**src/rtl/mips_ctrl_pkg.sv**
```systemverilog
// Shared encodings for the multi-cycle MIPS control FSM and the ALU control decoder.
// Covers state codes, OpCode/Funct values, ALUOp codes and the ID dispatch table.
package mips_ctrl_pkg;

  localparam int ALUOP_W = 4;

  typedef enum logic [3:0] {
    S_IF   = 4'd0,
    S_ID   = 4'd1,
    S_EXR  = 4'd2,
    S_WBR  = 4'd3,
    S_EXI  = 4'd4,
    S_WBI  = 4'd5,
    S_ADDR = 4'd6,
    S_MRD  = 4'd7,
    S_WBM  = 4'd8,
    S_MWR  = 4'd9,
    S_BR   = 4'd10,
    S_J    = 4'd11,
    S_JR   = 4'd12
  } state_t;

  localparam logic [5:0] OP_RTYPE = 6'h00;
  localparam logic [5:0] OP_SPEC2 = 6'h1c;
  localparam logic [5:0] OP_J     = 6'h02;
  localparam logic [5:0] OP_JAL   = 6'h03;
  localparam logic [5:0] OP_BEQ   = 6'h04;
  localparam logic [5:0] OP_BNE   = 6'h05;
  localparam logic [5:0] OP_ADDI  = 6'h08;
  localparam logic [5:0] OP_ADDIU = 6'h09;
  localparam logic [5:0] OP_SLTI  = 6'h0a;
  localparam logic [5:0] OP_SLTIU = 6'h0b;
  localparam logic [5:0] OP_ANDI  = 6'h0c;
  localparam logic [5:0] OP_ORI   = 6'h0d;
  localparam logic [5:0] OP_LUI   = 6'h0f;
  localparam logic [5:0] OP_LW    = 6'h23;
  localparam logic [5:0] OP_SW    = 6'h2b;

  localparam logic [5:0] FN_SLL  = 6'h00;
  localparam logic [5:0] FN_SRL  = 6'h02;
  localparam logic [5:0] FN_SRA  = 6'h03;
  localparam logic [5:0] FN_JR   = 6'h08;
  localparam logic [5:0] FN_JALR = 6'h09;
  localparam logic [5:0] FN_MUL  = 6'h02;

  localparam logic [ALUOP_W-1:0] ALU_ADD   = 4'b0000;
  localparam logic [ALUOP_W-1:0] ALU_SUB   = 4'b0001;
  localparam logic [ALUOP_W-1:0] ALU_MUL   = 4'b0010;
  localparam logic [ALUOP_W-1:0] ALU_AND   = 4'b0100;
  localparam logic [ALUOP_W-1:0] ALU_OR    = 4'b0101;
  localparam logic [ALUOP_W-1:0] ALU_SLT   = 4'b0110;
  localparam logic [ALUOP_W-1:0] ALU_FUNCT = 4'b0111;
  localparam logic [ALUOP_W-1:0] ALU_ADDU  = 4'b1000;
  localparam logic [ALUOP_W-1:0] ALU_SLTU  = 4'b1110;

  // S_IF doubles as "unsupported": the FSM flags Illegal when ID dispatches there.
  function automatic state_t decode_target(input logic [5:0] op, input logic [5:0] fn);
    state_t t;
    t = S_IF;
    case (op)
      OP_RTYPE: t = (fn == FN_JR || fn == FN_JALR) ? S_JR : S_EXR;
      OP_SPEC2: t = (fn == FN_MUL) ? S_EXR : S_IF;
      OP_LW, OP_SW: t = S_ADDR;
      OP_BEQ, OP_BNE: t = S_BR;
      OP_J, OP_JAL: t = S_J;
      OP_ADDI, OP_ADDIU, OP_SLTI, OP_SLTIU,
      OP_ANDI, OP_ORI, OP_LUI: t = S_EXI;
      default: t = S_IF;
    endcase
    return t;
  endfunction

endpackage

```
**src/rtl/aluop_encoder.sv**
```systemverilog
// Combinational ALU operand/operation selection for the multi-cycle control FSM.
// Produces ALUOp, ALUSrcA, ExtOp and LuiOp from the current state and instruction fields.
module aluop_encoder
  import mips_ctrl_pkg::*;
(
  input  state_t             state,
  input  logic [5:0]         op,
  input  logic [5:0]         fn,
  output logic [ALUOP_W-1:0] alu_op,
  output logic [1:0]         alu_src_a,
  output logic               ext_op,
  output logic               lui_op
);

  always_comb begin
    alu_op    = ALU_ADD;
    alu_src_a = 2'd0;
    ext_op    = 1'b0;
    lui_op    = 1'b0;
    case (state)
      S_ID: ext_op = 1'b1;
      S_EXR: begin
        // mul shares funct 0x02 with srl, so shamt is only selected for real R-type shifts
        if (op == OP_RTYPE && (fn == FN_SLL || fn == FN_SRL || fn == FN_SRA))
          alu_src_a = 2'd2;
        else
          alu_src_a = 2'd1;
        alu_op = (op == OP_SPEC2) ? ALU_MUL : ALU_FUNCT;
      end
      S_EXI: begin
        alu_src_a = 2'd1;
        ext_op    = !(op == OP_ANDI || op == OP_ORI);
        case (op)
          OP_ADDIU: alu_op = ALU_ADDU;
          OP_ANDI:  alu_op = ALU_AND;
          OP_ORI:   alu_op = ALU_OR;
          OP_SLTI:  alu_op = ALU_SLT;
          OP_SLTIU: alu_op = ALU_SLTU;
          OP_LUI: begin
            alu_src_a = 2'd3;
            lui_op    = 1'b1;
            alu_op    = ALU_OR;
          end
          default:  alu_op = ALU_ADD;
        endcase
      end
      S_ADDR: begin
        alu_src_a = 2'd1;
        ext_op    = 1'b1;
      end
      S_BR: begin
        alu_src_a = 2'd1;
        alu_op    = ALU_SUB;
      end
      default: ;
    endcase
  end

endmodule

```
**src/rtl/multi_cycle_control.sv**
```systemverilog
// Main control FSM for the multi-cycle MIPS datapath.
// Moore outputs from state plus IR fields; MemReady only gates the fetch write enables and memory waits.
module multi_cycle_control
  import mips_ctrl_pkg::*;
#(
  parameter state_t RESET_STATE = S_IF
) (
  input  logic               clk,
  input  logic               reset,
  input  logic [5:0]         OpCode,
  input  logic [5:0]         Funct,
  input  logic               MemReady,
  output logic               PCWrite,
  output logic               PCWriteCond,
  output logic               BranchNe,
  output logic               IorD,
  output logic               MemRead,
  output logic               MemWrite,
  output logic               IRWrite,
  output logic               RegWrite,
  output logic [1:0]         RegDst,
  output logic [1:0]         MemtoReg,
  output logic [1:0]         ALUSrcA,
  output logic [1:0]         ALUSrcB,
  output logic               ExtOp,
  output logic               LuiOp,
  output logic [ALUOP_W-1:0] ALUOp,
  output logic [1:0]         PCSource,
  output logic               Illegal
);

  state_t             state, state_next, id_target;
  logic [ALUOP_W-1:0] enc_alu_op;
  logic [1:0]         enc_alu_src_a;
  logic               enc_ext_op, enc_lui_op;

  aluop_encoder u_aluop_encoder (
    .state     (state),
    .op        (OpCode),
    .fn        (Funct),
    .alu_op    (enc_alu_op),
    .alu_src_a (enc_alu_src_a),
    .ext_op    (enc_ext_op),
    .lui_op    (enc_lui_op)
  );

  assign id_target = decode_target(OpCode, Funct);

  always_ff @(posedge clk or posedge reset) begin
    if (reset) state <= RESET_STATE;
    else       state <= state_next;
  end

  always_comb begin
    state_next  = S_IF;
    PCWrite     = 1'b0;
    PCWriteCond = 1'b0;
    BranchNe    = 1'b0;
    IorD        = 1'b0;
    MemRead     = 1'b0;
    MemWrite    = 1'b0;
    IRWrite     = 1'b0;
    RegWrite    = 1'b0;
    RegDst      = 2'd0;
    MemtoReg    = 2'd0;
    ALUSrcB     = 2'd0;
    PCSource    = 2'd0;
    Illegal     = 1'b0;
    ALUOp       = enc_alu_op;
    ALUSrcA     = enc_alu_src_a;
    ExtOp       = enc_ext_op;
    LuiOp       = enc_lui_op;
    case (state)
      S_IF: begin
        MemRead    = 1'b1;
        ALUSrcB    = 2'd1;
        PCWrite    = MemReady;
        IRWrite    = MemReady;
        state_next = MemReady ? S_ID : S_IF;
      end
      S_ID: begin
        ALUSrcB    = 2'd3;
        state_next = id_target;
        Illegal    = (id_target == S_IF);
      end
      S_EXR: state_next = S_WBR;
      S_WBR: begin
        RegWrite = 1'b1;
        RegDst   = 2'd1;
      end
      S_EXI: begin
        ALUSrcB    = 2'd2;
        state_next = S_WBI;
      end
      S_WBI: RegWrite = 1'b1;
      S_ADDR: begin
        ALUSrcB    = 2'd2;
        state_next = (OpCode == OP_SW) ? S_MWR : S_MRD;
      end
      S_MRD: begin
        MemRead    = 1'b1;
        IorD       = 1'b1;
        state_next = MemReady ? S_WBM : S_MRD;
      end
      S_WBM: begin
        RegWrite = 1'b1;
        MemtoReg = 2'd1;
      end
      S_MWR: begin
        MemWrite   = 1'b1;
        IorD       = 1'b1;
        state_next = MemReady ? S_IF : S_MWR;
      end
      S_BR: begin
        PCWriteCond = 1'b1;
        PCSource    = 2'd1;
        BranchNe    = (OpCode == OP_BNE);
      end
      S_J: begin
        PCWrite  = 1'b1;
        PCSource = 2'd2;
        if (OpCode == OP_JAL) begin
          RegWrite = 1'b1;
          RegDst   = 2'd2;
          MemtoReg = 2'd2;
        end
      end
      S_JR: begin
        PCWrite  = 1'b1;
        PCSource = 2'd3;
        if (Funct == FN_JALR) begin
          RegWrite = 1'b1;
          RegDst   = 2'd1;
          MemtoReg = 2'd2;
        end
      end
      default: state_next = S_IF;
    endcase
    // Reset forces every output low combinationally, including mid-access memory requests.
    if (reset) begin
      PCWrite     = 1'b0;
      PCWriteCond = 1'b0;
      BranchNe    = 1'b0;
      IorD        = 1'b0;
      MemRead     = 1'b0;
      MemWrite    = 1'b0;
      IRWrite     = 1'b0;
      RegWrite    = 1'b0;
      RegDst      = 2'd0;
      MemtoReg    = 2'd0;
      ALUSrcA     = 2'd0;
      ALUSrcB     = 2'd0;
      ExtOp       = 1'b0;
      LuiOp       = 1'b0;
      ALUOp       = '0;
      PCSource    = 2'd0;
      Illegal     = 1'b0;
    end
  end

endmodule

```
**config.mk**
```make
export PLATFORM = sky130hd
export DESIGN_NAME = multi_cycle_control
export DESIGN_NICKNAME = d
export VERILOG_FILES = /design/src/rtl/mips_ctrl_pkg.sv /design/src/rtl/aluop_encoder.sv /design/src/rtl/multi_cycle_control.sv
export SDC_FILE = /design/constraint.sdc
export NUM_CORES = 1
export LEC_CHECK = 0
export CAP_MARGIN = 20
export CORE_UTILIZATION = 38
export CTS_CLUSTER_SIZE = 40
export DETAILED_ROUTE_END_ITERATION = 12
export PLACE_DENSITY = 0.73
export SETUP_SLACK_MARGIN = 0.2
export SYNTH_ARGS = -nofsm -noshare
export SYNTH_HDL_FRONTEND = slang
export SYNTH_HIERARCHICAL = 1
export SYNTH_SLANG_ARGS = --single-unit
```
**constraint.sdc**
```tcl
create_clock -name clk -period 7.2 [get_ports clk]
set_input_delay 2.16 -clock clk [delete_from_list [all_inputs] [get_ports clk]]
set_output_delay 2.16 -clock clk [all_outputs]
set_load 0.005 [all_outputs]
```
# After elaboration in Yosys (flattened, before gate mapping)
# Index checks and enable logic that the tools add are counted.
[totals]
reg_bits = 4
latch_bits = 0
mem_bits_rw = 0
output_inout_bits = 25
memories = 0
romBits = 0
[op_classes]
n_eq_ne = 30
add_sub_neg = 0
n_shift = 0
n_bitwise = 0
n_reduce_logical = 22
n_div = 0
mul = 0
order_cmp = 0
mux = 52
[ops]
columns = ["operator", "n"]
rows = [
  ["equality test 6 x 4 -> 1 bit (second input constant)", 9],
  ["case mux 2 bit (3 select lines)", 5],
  ["case mux 4 bit (7 select lines)", 1],
  ["equality test 6 x 2 -> 1 bit (second input constant)", 4],
  ["2-to-1 mux 1 bit", 24],
  ["case mux 4 bit (6 select lines)", 1],
  ["equality test 4 bit (second input constant)", 5],
  ["2-to-1 mux 2 bit", 10],
  ["2-to-1 mux 4 bit", 5],
  ["case mux 4 bit (5 select lines)", 1],
  ["OR reduction 2 bit", 10],
  ["equality test 4 x 3 -> 1 bit (second input constant)", 4],
  ["equality test 6 x 3 -> 1 bit (second input constant)", 2],
  ["equality test 6 bit (second input constant)", 2],
  ["zero test 6 bit", 2],
  ["case mux 4 bit (3 select lines)", 1],
  ["equality test 4 x 2 -> 1 bit (second input constant)", 2],
  ["zero test 4 bit", 2],
  ["OR reduction 7 bit", 1],
  ["equality test 6 x 5 -> 1 bit (second input constant)", 1],
  ["equality test 4 x 1 -> 1 bit (second input constant)", 1],
  ["logical OR 1 bit", 4],
  ["case mux 1 bit (2 select lines)", 2],
  ["2-to-1 mux 3 bit", 1],
  ["other kinds (4)", 4],
]

# Depth between registers and ports, before layout
[logic_depth]
ltp_word = 7
mapped_depth = 6
depth_no_buf = 5

# Hierarchy
# Netlist, hierarchy kept.
[modules_own_cells]
columns = ["module", "area_per_inst_um2", "cells_per_inst", "n_inst"]
rows = [
  ["multi_cycle_control", 718.2, 109, 1],
  ["aluop_encoder", 210.2, 33, 1],
]

# Worst setup path before layout
# OpenSTA, ideal clock, no wires.
[synth_path]
path_type = "input-to-output"
from = "input port Funct[2]"
to = "output port Illegal"
arrival_time_ns = 3.405
path_stages = 5
slack_ns = 1.635
cell_sequence = "or3_4 -> or3b_1 -> a32oi_1 -> o21a_1 -> and4_1"
[synth_via]
elab_chain_len = 7
[synth_rtl]
columns = ["item", "line", "text"]
rows = [
  ["from (decl)", "multi_cycle_control.sv:11", "input logic [5:0] Funct,"],
  ["equality test 6 x 4 -> 1 bit", "mips_ctrl_pkg.sv:61", "OP_RTYPE: t = (fn == FN_JR || fn == FN_JALR) ? S_JR : S_EXR;"],
  ["logical OR 1 bit", "mips_ctrl_pkg.sv:61", ""],
  ["2-to-1 mux 4 bit", "mips_ctrl_pkg.sv:61", ""],
  ["case mux 4 bit (6 select lines) (*)", "mips_ctrl_pkg.sv:60", "case (op)"],
  ["zero test 4 bit (*)", "multi_cycle_control.sv:84", "Illegal = (id_target == S_IF);"],
  ["2-to-1 mux 1 bit (*)", "multi_cycle_control.sv:73", "case (state)"],
  ["2-to-1 mux 1 bit (*)", "multi_cycle_control.sv:140", "if (reset) begin"],
  ["to (decl)", "multi_cycle_control.sv:29", "output logic Illegal"],
]
# Mark *: on every way between the ends. The rest lies on a longest branch, timed or not.

# Final worst setup path
[layout_path]
from = "input port Funct[5]"
to = "output port Illegal"
# Same word-level chain as after synthesis.

==> impl_results.md <==
* VDD IR-drop max at 0.144 mV
* Hold buffers post-CTS at 0
* Most common cell type on the critical path: clkdlybuf4s50_1
* Largest net degree at the start of global routing at 25
* Setup Buffers After CTS at 0
* Tmin final at about 6.6 ns
* Synthesis-to-finish area growth at 46.1%
* Status: complete, no violations
* Final Cell Area at roughly 0.0014 mm^2
* Slowest cell on the critical path: clkdlybuf4s50_1
* RSZ-0062 raised after global routing: false
* Multi-input logic area at slightly below 800 um^2
* Drc violations at 0
* Post_cts resized at 0
* Tcrit/Tclk final at 91.3%
* Max reg flops at 4
* Critical path cell sequence: clkdlybuf4s50_1, or3_4, or3b_1, a32oi_1, o21a_1, and4_1, clkdlybuf4s50_1
* Layout cell share with drive strength beyond 1 at ~8.4%
* Top flop regs: state (4)
* Crit path buf inv count at 2
* Asr flop ratio synth at between 90% and 100%
* Post-route setup slack at ~0.63 ns
* Violation count after the first detailed-route iteration at 13
* Routed via count at approximately 1200
* Lkg Pwr at 0.000455 uW
* Critical path class: input port to primary output
* Max-Cap Viols at 0
* Overflow after GRT at 0
* GRT Overall Usage at 23.7%
* P_int at approximately 150 uW
* Die width at ~51 um
* Routability cong. at approximately 0.81
* Crit path capture type: primary output
* Initial antenna violation count at 0
* Post-DR wirelength/cell at 14.0 um
* Post-placement cell area at 0.00133 mm^2
* # diodes at 0
* Hold Vio Cnt, Final at 0
* Register area at ~100 um^2
* Final Max Tran Viols at 0
* FILL cells at around 240
* Final setup vio count at 0
* Initial core utilization at between 40% and 50%
* Synth Instances at about 140
* Buffers on Ports at 39
* Post-Place Setup Slack at 0.633 ns
* Cell family with most CP delay: simple AND/OR/NAND/NOR gates
* EDFF count, synth at 0
* Power, Total at between 200 and 300 uW
* Root Buffer: clkbuf_4
* CTS Buf Count at 3
* Final WL at ~2.9 mm
* Die ar. at 0.00265 mm^2
* Vias per cell at around 5.8
* Std cell rows at 17
* Switching Fraction at a little under half
* Final clock skew at 0.000353 ns
* Die height at 51.4 um
* Max Freq at 0.152 GHz
* First-pass GRT wire length at around 4.9 mm
* Final core area utilization at about 60%
* CP max stage delay at 0.50 ns
* CTS clk-pin slew, worst paths at around 0.040 ns
* Detailed Routing Iterations Pass 1 at 4
* Vias in the first global route at around 1200
* HP Class: register to register
* Post-layout nets at slightly below 200
* Data arrival time of the critical path at 4.41 ns
* Setup tns final at 0 ns
* Sequential element share of the synthesized area at between 10% and 20%
* Cell area after synthesis at roughly 930 um^2
* Max_slew headroom at between 50% and 60%
* PwrDens at 213 mW/mm^2
* Max clock buf depth at 2
* Antenna viol nets, final at 0
* CTS tree: built
* Yosys warns at 6
* Post-Syn Area per Cell at 6.54 um^2
* FF+latch count, synth at 4
* Main synth FF type: dfrtp_1
* Sequential share of power at approximately a quarter
* Biggest register: state
* Critical Path Start Type: input port
* Core Region at about 0.0023 mm^2
* Worst slew pin tran at approximately 0.67 ns
* Syn nets at roughly 160
* WP data required at 5.04 ns
* Sw Pwr at roughly 140 uW
* Logic pwr share at between 60% and 70%
* Clk_lat worst skew at around 0.23 ns
* CTS Sinks at 4
* Htree depth at 1
* Max FO, Critical Path at 3
* Unique masters post-synth at 48
* Clk network pwr share at about a tenth
* # IOs at 40
* Post-DP HPWL at roughly 2.1 mm
==> layer usage <==
layer,part of all wire [%],track usage [%]
met1,44,26.9
met2,50,46.3
met3,4.0,2.38
met4,1.4,5.41
met5,0,0
==> layout by cell type (no fill, tap or decap), types with 2 or more instances in the layout <==
| cell | netlist | layout |
|---|---|---|
| clkbuf_4 | 0 | 3 |
| a211oi_1 | 3 | 3 |
| nand2_1 | 15 | 15 |
| nand3_1 | 6 | 6 |
| inv_1 | 6 | 6 |
| a21oi_1 | 8 | 8 |
| and2b_2 | 2 | 2 |
| nor2b_1 | 11 | 11 |
| nor3_1 | 5 | 5 |
| and4_1 | 2 | 2 |
| nor4b_1 | 4 | 4 |
| nand4bb_1 | 2 | 2 |
| o21ai_0 | 7 | 7 |
| nor3b_1 | 2 | 2 |
| dfrtp_1 | 4 | 4 |
| clkdlybuf4s50_1 | 0 | 39 |
| or3_1 | 4 | 4 |
| nand3b_1 | 3 | 3 |
| o22ai_1 | 2 | 2 |
| nor4_1 | 4 | 4 |
| o211ai_1 | 2 | 2 |
| nor2_1 | 17 | 17 |
==> cells by family after synthesis <==
logic type | Yosys count | synth area share, %
simple gates | 89 | 56.6
compound gates | 34 | 25.2
buf+inv | 13 | 5.39
flops | 4 | 10.8
xor+xnor | 1 | 0.944
mux | 1 | 1.08
==> cell type report <==
type / instances / area share [%]
repair buffers: 40 / 29.3
inverters: 6 / 1.66
well taps: 28 / 2.58
flip-flops and latches: 4 / 7.38
clock buffers: 3 / 1.66
multi-input cells: 125 / 57.4
==> power groups by stage <==
stage	clock (uW)	sequential, uW	combinational (uW)
after floorplan	0	41.6	140
after global placement	0	74.7	180
after detailed placement	0	75.7	183
after CTS	27.5	75.4	185
after global routing	30.2	82.0	206
final	27.4	76.5	185
==> final timing paths <==
| kind | startpoint | to | slack, ns | cells after the start |
|---|---|---|---|---|
| min in group asynchronous | reset | state[0] | 2.18 | 2 |
| worst min register to register | state[3] | state[0] | 0.90 | 1 |
| max in group asynchronous | reset | state[1] | 4.84 | 2 |
| worst min-delay path | state[3] | state[0] | 0.90 | 1 |
| worst max-delay path | Funct[5] | Illegal | 0.63 | 7 |
| worst max register to register | state[2] | state[3] | 5.49 | 5 |
==> through the flow <==
step	hold WS, ns	cells
final	0.895	206
after global placement	0.883	203
after floorplan	0.771	142
after detailed placement	0.898	203
after global routing	0.950	206
after CTS	0.905	206
==> synth_stat cells, types with 2 or more instances <==
cell type / n / area share, %
nor2_1: 17 / 6.9
nand2_1: 15 / 6.1
nor2b_1: 11 / 7.4
a21oi_1: 8 / 4.3
o21ai_0: 7 / 3.8
clkbuf_1: 6 / 2.4
inv_1: 6 / 2.4
nand3_1: 6 / 3.2
nor3_1: 5 / 2.7
dfrtp_1: 4 / 11
nor4_1: 4 / 2.7
nor4b_1: 4 / 3.8
or3_1: 4 / 2.7
a211oi_1: 3 / 2.4
nand3b_1: 3 / 2.4
and2b_2: 2 / 1.9
and4_1: 2 / 1.9
nand4bb_1: 2 / 2.4
nor3b_1: 2 / 1.6
o211ai_1: 2 / 1.6
o22ai_1: 2 / 1.3
No activity file was read; power rests on OpenSTA's default activity.
